$ cat src/rtl/reg_wb_arbiter.sv
// Register-file write-back arbiter.
// Merges the single-cycle ALU result stream with a queued long-latency
// result stream into one registered write port, and tracks which
// registers still await a long-path result so decode can stall on RAW.
module reg_wb_arbiter #(
  parameter int DEPTH = 2,
  parameter int AW    = 1
) (
  input  logic        clk,
  input  logic        Reset,
  input  logic        alu_valid,
  input  logic [4:0]  alu_wn,
  input  logic [31:0] alu_wd,
  input  logic        lng_valid,
  input  logic [4:0]  lng_wn,
  input  logic [31:0] lng_wd,
  output logic        lng_ready,
  input  logic        iss_valid,
  input  logic [4:0]  iss_wn,
  input  logic [4:0]  rna,
  input  logic [4:0]  rnb,
  output logic        busy_a,
  output logic        busy_b,
  output logic        wr_en,
  output logic [4:0]  wn,
  output logic [31:0] wd
);

  localparam logic [AW:0] FULL_CNT = (AW+1)'(DEPTH);

  logic [4:0]    fifo_wn [DEPTH];
  logic [31:0]   fifo_wd [DEPTH];
  logic [AW-1:0] wr_ptr;
  logic [AW-1:0] rd_ptr;
  logic [AW:0]   count;
  logic [31:0]   busy;

  logic          push;
  logic          pop;
  logic          alu_hit;
  logic [4:0]    head_wn;
  logic [31:0]   head_wd;
  logic [31:0]   set_vec;
  logic [31:0]   clr_vec;
  logic [31:0]   busy_nxt;

  // ALU writes to r0 are discarded, so they must not steal the port from the FIFO.
  assign alu_hit   = alu_valid & (alu_wn != 5'd0);
  assign lng_ready = (count != FULL_CNT);
  assign push      = lng_valid & lng_ready;
  assign pop       = ~alu_hit & (count != '0);
  assign head_wn   = fifo_wn[rd_ptr];
  assign head_wd   = fifo_wd[rd_ptr];

  assign busy_a = (rna != 5'd0) & busy[rna];
  assign busy_b = (rnb != 5'd0) & busy[rnb];

  // Scoreboard next state: a new issue outranks a same-cycle retire of that register.
  always_comb begin
    set_vec  = iss_valid ? (32'd1 << iss_wn) : 32'd0;
    clr_vec  = pop ? (32'd1 << head_wn) : 32'd0;
    busy_nxt = ((busy & ~clr_vec) | set_vec) & ~32'd1;
  end

  // Queue storage; contents are only meaningful below count, so no reset is needed.
  always_ff @(posedge clk) begin
    if (push) begin
      fifo_wn[wr_ptr] <= lng_wn;
      fifo_wd[wr_ptr] <= lng_wd;
    end
  end

  // Queue pointers and occupancy; pointers wrap naturally since DEPTH is a power of 2.
  always_ff @(posedge clk or negedge Reset) begin
    if (!Reset) begin
      wr_ptr <= '0;
      rd_ptr <= '0;
      count  <= '0;
    end else begin
      if (push) wr_ptr <= wr_ptr + 1'b1;
      if (pop)  rd_ptr <= rd_ptr + 1'b1;
      case ({push, pop})
        2'b10:   count <= count + 1'b1;
        2'b01:   count <= count - 1'b1;
        default: count <= count;
      endcase
    end
  end

  // Pending-write scoreboard for long-latency destinations.
  always_ff @(posedge clk or negedge Reset) begin
    if (!Reset) begin
      busy <= '0;
    end else begin
      busy <= busy_nxt;
    end
  end

  // Registered write port: ALU first, then queue head; wn/wd hold when idle.
  always_ff @(posedge clk or negedge Reset) begin
    if (!Reset) begin
      wr_en <= 1'b0;
      wn    <= 5'd0;
      wd    <= 32'd0;
    end else if (alu_hit) begin
      wr_en <= 1'b1;
      wn    <= alu_wn;
      wd    <= alu_wd;
    end else if (pop) begin
      wr_en <= (head_wn != 5'd0);
      wn    <= head_wn;
      wd    <= head_wd;
    end else begin
      wr_en <= 1'b0;
    end
  end

endmodule

$ cat config.mk
export PLATFORM = sky130hd
export DESIGN_NAME = reg_wb_arbiter
export DESIGN_NICKNAME = d
export VERILOG_FILES = /design/src/rtl/reg_wb_arbiter.sv
export SDC_FILE = /design/constraint.sdc
export NUM_CORES = 1
export LEC_CHECK = 0
export BUFFER_PORTS_ARGS = -buffer_cell sky130_fd_sc_hd__buf_2
export CAP_MARGIN = 0
export CORE_MARGIN = 2
export CORE_UTILIZATION = 36
export DETAILED_ROUTE_END_ITERATION = 12
export PLACE_DENSITY_LB_ADDON = 0.3
export SYNTH_ARGS = -nofsm -noshare
export SYNTH_HDL_FRONTEND = slang
export SYNTH_SLANG_ARGS = --single-unit
$ cat constraint.sdc
create_clock -name clk -period 3.78 [get_ports clk]
set_input_delay 0.567 -clock clk [delete_from_list [all_inputs] [get_ports clk]]
set_output_delay 0.567 -clock clk [all_outputs]
set_load 0.05 [all_outputs]
==> results of run 1 <==
-- synth_stat cells, types with 2 or more instances --
master       n  share of area
o41ai_1     31          0.041
a221o_1      2         0.0030
xor2_1       2         0.0026
mux2_2       9          0.015
nor3b_1      2         0.0023
buf_2        8         0.0060
a311oi_1     2         0.0026
a31oi_1      4         0.0038
a21oi_1     36          0.027
mux4_2       4          0.014
nor2_1      47          0.026
o22ai_1      2         0.0019
nor2b_1      8         0.0075
nor4bb_1     2         0.0030
o21ai_0     40          0.030
buf_6        4         0.0068
clkbuf_1    23          0.013
nand2_1    108          0.061
nand3_1      4         0.0030
mux2i_1     46          0.069
xnor2_1      3         0.0039
nor3_1       3         0.0023
dfrtp_1     73           0.27
nor4_1       2         0.0019
a32oi_1      4         0.0053
a2111oi_0    4         0.0053
o311ai_0     2         0.0026
o22a_1       2         0.0026
buf_1        3         0.0017
a22o_1       2         0.0026
and3b_1      2         0.0026
nand2b_1    10         0.0094
a221oi_1     2         0.0026
edfxtp_1    74           0.33
inv_1        4         0.0023
-- worst max-delay path by stage --
stage	startpoint	endpoint	slack, ns	cells after the start
2_1_floorplan	count[0]	fifo_wd[0][0]	0.69	3
3_3_place_gp	rnb[1]	busy_b	1.05	6
3_5_place_dp	rnb[1]	busy_b	0.96	6
4_1_cts	rnb[1]	busy_b	0.96	6
5_1_grt	rnb[1]	busy_b	0.90	6
6_report	rnb[1]	busy_b	0.98	6
-- layout make-up --
class | count | share of cell area
clock inverter | 12 | 0.0106
timing repair buffer | 137 | 0.0870
inverter | 4 | 0.00188
tap | 229 | 0.0358
multi-input combinational | 392 | 0.304
clock buffer | 20 | 0.0546
sequential | 147 | 0.506
-- cell families after synthesis --
group                    count (synthesis)  synth area share
AND/OR/NAND/NOR                        192             0.123
flip-flops                             147             0.608
AO/OA/AOI/OAI                          135             0.132
multiplexers                            59            0.0979
buffers and inverters                   42            0.0297
XOR/XNOR                                 5           0.00658
adder cells (fa/ha/maj)                  1           0.00188
-- state kept, by name, indices dropped and copies added, names as in the netlist --
register and count:
wd 32, rd_ptr 1, wr_ptr 1, busy 31, fifo_wd 64, wn 5, count 2, wr_en 1
fifo_wn 10
-- through the flow --
step	total power, mW	cell area [um^2]	utilization
after floorplan	4.30	6660	-
after global placement	4.98	7480	0.415
after detailed placement	5.03	7480	0.415
after CTS	6.54	8000	0.444
after global routing	6.87	8000	0.444
final	6.47	8000	0.444
-- power by group --
| part | total, mW | internal (mW) | switching [mW] |
|---|---|---|---|
| clock | 1.49 | 0.839 | 0.650 |
| combinational | 2.37 | 0.755 | 1.61 |
| sequential | 2.62 | 2.23 | 0.384 |
-- per-layer routing --
metal	global-route usage	routed length, um	vias up
met1	0.242	7510	2368
met3	0.0557	1260	20
met5	0	0	-
met2	0.261	7560	188
met4	0.0658	333	0
li1	-	-	2383
-- cells in the final DEF, fill, tap and decap left out, types with 5 or more instances in the layout --
cell type / netlist / layout
buf_2: 8 / 133
nand2_1: 108 / 108
edfxtp_1: 74 / 74
dfrtp_1: 73 / 72
mux2i_1: 46 / 46
nor2_1: 47 / 45
o21ai_0: 40 / 40
a21oi_1: 36 / 36
o41ai_1: 31 / 31
clkbuf_16: 0 / 17
nand2b_1: 10 / 10
mux2_2: 9 / 9
nor2b_1: 8 / 8
clkinv_2: 0 / 5
-- worst register-to-register path: stages, from the launching register on --
cell	delay [ns]
dfrtp_1	0.47
nand2b_1	0.18
nand2_1	0.16
nor2_4	0.88
==> metrics.cfg, run 1 <==
[placement]
preCtsSetupSlack_ns=0.960
gp_congestion=0.956
portBuffers=134
hpwlAfterDp_um=11700
dp.cells=909

[floorplan]
dieArea_um2=19600
rows=49
coreArea_um2=18000
start_util=0.369
die_w_um=140
die_h_um=140
ios=135

[synthesis]
netlist_area_um2=6660
synth_cell_type_count=42
synth_edf_count=74
synthFlopType=edfxtp_1
ys_ff_latch=147
netlist_instances=581
ys_async_sr_fraction=0.497
ys_seq_area_frac=0.608
synth_fp_nets=676
yosysWarnings=0
syn_area_per_cell_um2=11.5

[worst_setup_path]
path_cells=buf_2 -> mux2_2 -> o311ai_0 -> a221oi_1 -> a221o_1 -> buf_2
cp.required_ns=3.21
cp.arrival_ns=2.23
crit_slowest_cell=a221o_1
worstSetupPathType=in2out
reg2reg_depth=3
cp_top_family=compound AO/OA/AOI/OAI gates
worstSetupStartpointType=primary input
cpPeakStageDelay_ns=0.39
cp-end-kind=output port
worstReg2RegStart=count[0]
r2r-end=fifo_wn[0][1]
worst-path-buf-inv=2
crit_top_cell=buf_2
crit_path_max_fanout=13
rrSetupSlack_ns=1.67

[drt]
num_vias=4959
drcViolationCount=0
wl_per_cell_um=17.7
drt_pre_antenna_iters=5
drt_iter0_drc=527
viasPerCell=5.27
ant_nets=0
route.final.wire_length_um=16700

[clock_tree]
insertion_delay_ns=0.42
cts_root_buf=clkbuf_16
cts_resized=0
hold_buffers=0
htreeDepth=4
cts_buffer_depth=2
tritoncts=yes
cts_made_buffers=17
path_clk_slew_ns=0.05
postCtsSetupRepairBufs=0
clock_sinks=147

[timing]
worstMarginPinSlew_ns=1.13
slew_headroom=0.242
skew_ns=0.0114
setup-violations-final=0
max_freq_mhz=357
tns_ns=0
drv_slew=0
grt_setup_unrepaired=false
finalCritPeriodShare=0.741
setup_ws_ns=0.980
fin_hold_ws_ns=0.299
hold_viol_final=0
fin_crit_ns=2.80

[finish]
seqCellArea_um2=4050
stdcell_count=941
diodes=0
multi_input_area_um2=2430
num-fill-cells=1771
areaGrowthSynthToFinish_pct=20.1
fin_nets=794
drive_above_1_share=0.260

[grt]
grt_remaining_overflow=0
antenna_found_initial=0
first_global_vias=4988
grt_max_degree=74
grt_use_total=0.176
grt_pass1_wl_um=27000

[min_path]
hold_class=in2async

[flow_run]
cap_viol_max_count=0

[power_and_ir_drop]
power.density_nw_per_um2=809
power.leakage_nw=3.37
ir_drop_uv=412

[outcome]
status=finished clean

No activity file was read; power rests on OpenSTA's default activity.
==> run 2, diff against run 1 <==
==> constraint.sdc (replaced) <==
create_clock -name clk -period 2.65 [get_ports clk]
set_input_delay 0.3975 -clock clk [delete_from_list [all_inputs] [get_ports clk]]
set_output_delay 0.3975 -clock clk [all_outputs]
set_load 0.05 [all_outputs]
==> run 2 against run 1 <==
Net effect: core utilization increased by 0.83 points; worst setup slack got worse by 0.83 ns; die area unchanged; clock power increased by 58%; first-iteration DRC count decreased by 30%; global-route usage increased by 0.094 points; sequential share of layout area decreased by 0.93 points; via count increased by 1.1%.
==> metrics.cfg, run 2 (synthesized netlist as in run 1, its figures left out) <==
[worst_setup_path]
worstSetupPathType=reg2out
worstSetupStartpointType=flip-flop
cp.arrival_ns=2.10
crit_path_max_fanout=3
cp-end-kind=output port
cp.required_ns=2.25

[finish]
drive_above_1_share=0.270
diodes=0
regMostFlops=fifo_wd
layout_common_cells=buf_2 (133), nand2_1 (108), edfxtp_1 (74)
largest_reg_flops=64
areaGrowthSynthToFinish_pct=22.4
reg_top3=fifo_wd: 64 flops, wd: 32 flops, busy: 31 flops
num-fill-cells=1721
final_common_cell=buf_2
fin_nets=803
post-route-util=0.452

[flow_run]
cap_viol_max_count=0

[grt]
antenna_found_initial=2
grt_use_total=0.177
grt_remaining_overflow=0
grt_max_degree=53
grt_pass1_wl_um=27100
first_global_vias=5013

[floorplan]
die_w_um=140
start_util=0.369
coreArea_um2=18000
die_h_um=140
rows=49
dieArea_um2=19600
ios=135

[timing]
drv_slew=0
finalCritPeriodShare=0.943
max_freq_mhz=400
hold_viol_final=0
slew_headroom=0.406
fin_crit_ns=2.50
setup-violations-final=0
worstMarginPinSlew_ns=0.891
tns_ns=0
skew_ns=0.0110
grt_setup_unrepaired=false

[clock_tree]
cts_buffer_depth=2
hold_buffers=0
clock_sinks=147
insertion_delay_ns=0.41
cts_root_buf=clkbuf_16
htreeDepth=4
cts_made_buffers=17
postCtsSetupRepairBufs=0
tritoncts=yes
path_clk_slew_ns=0.06

[drt]
route.final.wire_length_um=17000
num_vias=5016
ant_nets=0
drt_pre_antenna_iters=5
wl_per_cell_um=17.8
viasPerCell=5.28
drcViolationCount=0
drt_iter0_drc=370

[placement]
gp_congestion=0.863
portBuffers=134
hpwlAfterDp_um=12000

[min_path]
hold_class=in2async

[power_and_ir_drop]
ir_drop_uv=685
power.leakage_nw=3.45
power.density_nw_per_um2=1170

[outcome]
status=finished clean

## run 2: cell types whose count changed in the layout (fill, tap and decap cells not counted), moves of 2 or more
| cell | before | now |
|---|---|---|
| buf_4 | 4 | 12 |
| bufinv_16 | 0 | 2 |
| clkinv_2 | 5 | 3 |
| clkinv_4 | 2 | 4 |
## run 2: per-stage QoR
stage	power, mW	instances	worst slack [ns]	cell area (um^2)	hold slack, ns
detailed placement	7.22	918	0.264	7560	0.499
finish	9.52	950	0.151	8150	0.0308
global route	10.1	950	0.0247	8150	0.0718
global placement	7.13	918	0.276	7560	0.483
CTS	9.60	950	0.136	8150	0.0522
floorplan	6.13	581	0.165	6660	0.102
## run 2: per-layer routing
metal / GRT usage / vias up / share of wire
met5: 0 / - / 0.00077
met4: 0.0574 / 2 / 0.010
met3: 0.0530 / 15 / 0.076
met2: 0.279 / 176 / 0.47
met1: 0.235 / 2430 / 0.44
li1: - / 2393 / -
## run 2: worst paths after layout
kind                             from              to  slack, ns  depth (start not counted)
hold reg to reg              busy[11]        busy[11]       0.55                          2
min in group clk           lng_wd[28]  fifo_wd[1][28]       0.17                          1
hold / removal                  Reset          wd[16]       0.03                          1
setup / recovery             busy[26]          busy_a       0.15                          5
setup reg to reg               rd_ptr        busy[10]       0.65                          4
max in group asynchronous       Reset        busy[22]       1.95                          2
## run 2: cell type report
type | instances | area [um^2] | area share
Multi-Input combinational cell | 392 | 2430 | 0.298
Sequential cell | 147 | 4050 | 0.497
Timing Repair Buffer | 146 | 776 | 0.0952
Tap cell | 229 | 287 | 0.0352
Clock inverter | 12 | 131 | 0.0161
Inverter | 4 | 15.0 | 0.00184
Clock buffer | 20 | 458 | 0.0562
## run 2: critical path, stage by stage, from the launching register on
cell      delay (ns)
dfrtp_1         0.42
mux2_2          0.30
o311ai_0        0.31
a221oi_1        0.10
a221o_1         0.35
buf_2           0.22
## run 2: power breakdown
group	internal, mW	switching [mW]
Clock	1.44	0.911
Combinational	1.13	2.34
Sequential	3.18	0.513
## run 2: repair_timing
action	in CTS	in global routing
setup endpoints to repair	0	1
endpoints found under the hold margin	0	0
gates resized for setup	0	1
==> run 3, diff against run 2 <==
--- a/config.mk
+++ b/config.mk
@@ -6,11 +6,12 @@
 export NUM_CORES = 1
 export LEC_CHECK = 0
 export BUFFER_PORTS_ARGS = -buffer_cell sky130_fd_sc_hd__buf_2
-export CAP_MARGIN = 0
+export CAP_MARGIN = 20
 export CORE_MARGIN = 2
 export CORE_UTILIZATION = 36
 export DETAILED_ROUTE_END_ITERATION = 12
 export PLACE_DENSITY_LB_ADDON = 0.3
+export RECOVER_POWER = 50
 export SYNTH_ARGS = -nofsm -noshare
 export SYNTH_HDL_FRONTEND = slang
 export SYNTH_SLANG_ARGS = --single-unit
==> run 3 against run 2 <==
Net effect: largest power group unchanged; critical path depth did not move; clock skew rose by 0.0035 ns; die area did not move; core utilization fell by 0.31 points; highest routed layer unchanged; worst hold slack improved by 0.14 ns; critical endpoint unchanged.
==> metrics.cfg, run 3 (synthesized netlist as in run 1, its figures left out) <==
[outcome]
status=finished clean

[floorplan]
coreArea_um2=18000
ios=135
rows=49
die_w_um=140
start_util=0.369
dieArea_um2=19600
die_h_um=140

[placement]
hpwlAfterDp_um=12000
place_area_um2=7560
gp_congestion=0.863
portBuffers=134
dp.cells=918

[finish]
design_area_um2=8090
stdcell_count=950
reg_top3=fifo_wd: 64 flops, wd: 32 flops, busy: 31 flops
drive_above_1_share=0.221
num-fill-cells=1750
post-route-util=0.449
diodes=0
areaGrowthSynthToFinish_pct=21.5
largest_reg_flops=64
regMostFlops=fifo_wd
fin_nets=803
layout_common_cells=nand2_1 (108), buf_2 (100), edfxtp_1 (74)
seqCellArea_um2=4050
final_common_cell=nand2_1
multi_input_area_um2=2430

[drt]
route.met2.wl_um=7910
route.final.wire_length_um=16900
viasPerCell=5.30
drt_iter0_drc=371
top_layer=met5
drcViolationCount=0
dr_wl_met3_um=1210
ant_nets=0
wl_per_cell_um=17.8
drt_pre_antenna_iters=5
wl_met1_um=7600
num_vias=5038

[timing]
worstMarginPinSlew_ns=1.37
max_freq_mhz=399
hold_viol_final=0
skew_ns=0.0145
grt_setup_unrepaired=false
finalCritPeriodShare=0.945
fin_crit_ns=2.50
drv_slew=0
setup-violations-final=0
tns_ns=0
slew_headroom=0.0855

[worst_setup_path]
worstSetupPathType=reg2out
cp.arrival_ns=2.11
cp_top_family=compound AO/OA/AOI/OAI gates
cp.required_ns=2.25
crit_slowest_cell=dfrtp_1
worstSetupStartpointType=flip-flop
cp-end-kind=output port
worst-path-buf-inv=1
rrSetupSlack_ns=0.64
cpPeakStageDelay_ns=0.41
crit_path_max_fanout=3
path_cells=mux2_2 -> o311ai_0 -> a221oi_1 -> a221o_1 -> buf_2

[grt]
grt_remaining_overflow=0
grt_pass1_wl_um=27100
antenna_found_initial=2
first_global_vias=5013
grt_max_degree=53
grt_use_total=0.177

[clock_tree]
postCtsSetupRepairBufs=0
insertion_delay_ns=0.41
cts_root_buf=clkbuf_16
path_clk_slew_ns=0.06
cts_resized=0
cts_buffer_depth=2
cts_made_buffers=17
hold_buffers=0
htreeDepth=4
tritoncts=yes
clock_sinks=147

[power_and_ir_drop]
power.density_nw_per_um2=1170
power_mw=9.49
ir_drop_uv=684
power.leakage_nw=3.35

[flow_run]
cap_viol_max_count=0

[min_path]
hold_class=in2reg

run 3: cell types whose count changed in the layout (fill, tap and decap cells not counted), sizes merged:
cell,change
buf,-36
clkbuf,+36
run 3: power breakdown:
group | internal, mW | switching [mW]
registers | 3.18 | 0.517
logic | 1.11 | 2.34
clock network | 1.44 | 0.907
run 3: stage by stage:
stage	setup WS (ns)	hold WS, ns
2_1_floorplan	0.165	0.102
3_3_place_gp	0.276	0.483
3_5_place_dp	0.264	0.499
4_1_cts	0.136	0.0522
5_1_grt	0.0247	0.145
6_report	0.146	0.170
run 3: layout make-up:
cell class,instances,share of cell area
Multi-Input combinational cell,392,0.300
Timing Repair Buffer,146,0.0892
Inverter,4,0.00186
Sequential cell,147,0.501
Clock inverter,12,0.0162
Tap cell,229,0.0354
Clock buffer,20,0.0566
run 3: metal layers:
metal,vias up,global-route usage
li1,2394,-
met1,2444,0.235
met2,180,0.279
met3,18,0.0530
met4,2,0.0574
met5,-,0
run 3: final timing paths:
path                            depth (start not counted)        from              to
max in group asynchronous                               2       Reset        busy[22]
worst min register to register                          2    busy[11]        busy[11]
worst min-delay path                                    1  lng_wd[29]  fifo_wd[0][29]
worst max register to register                          4      rd_ptr        busy[10]
min in group asynchronous                               1       Reset         busy[9]
worst max-delay path                                    5    busy[26]          busy_a
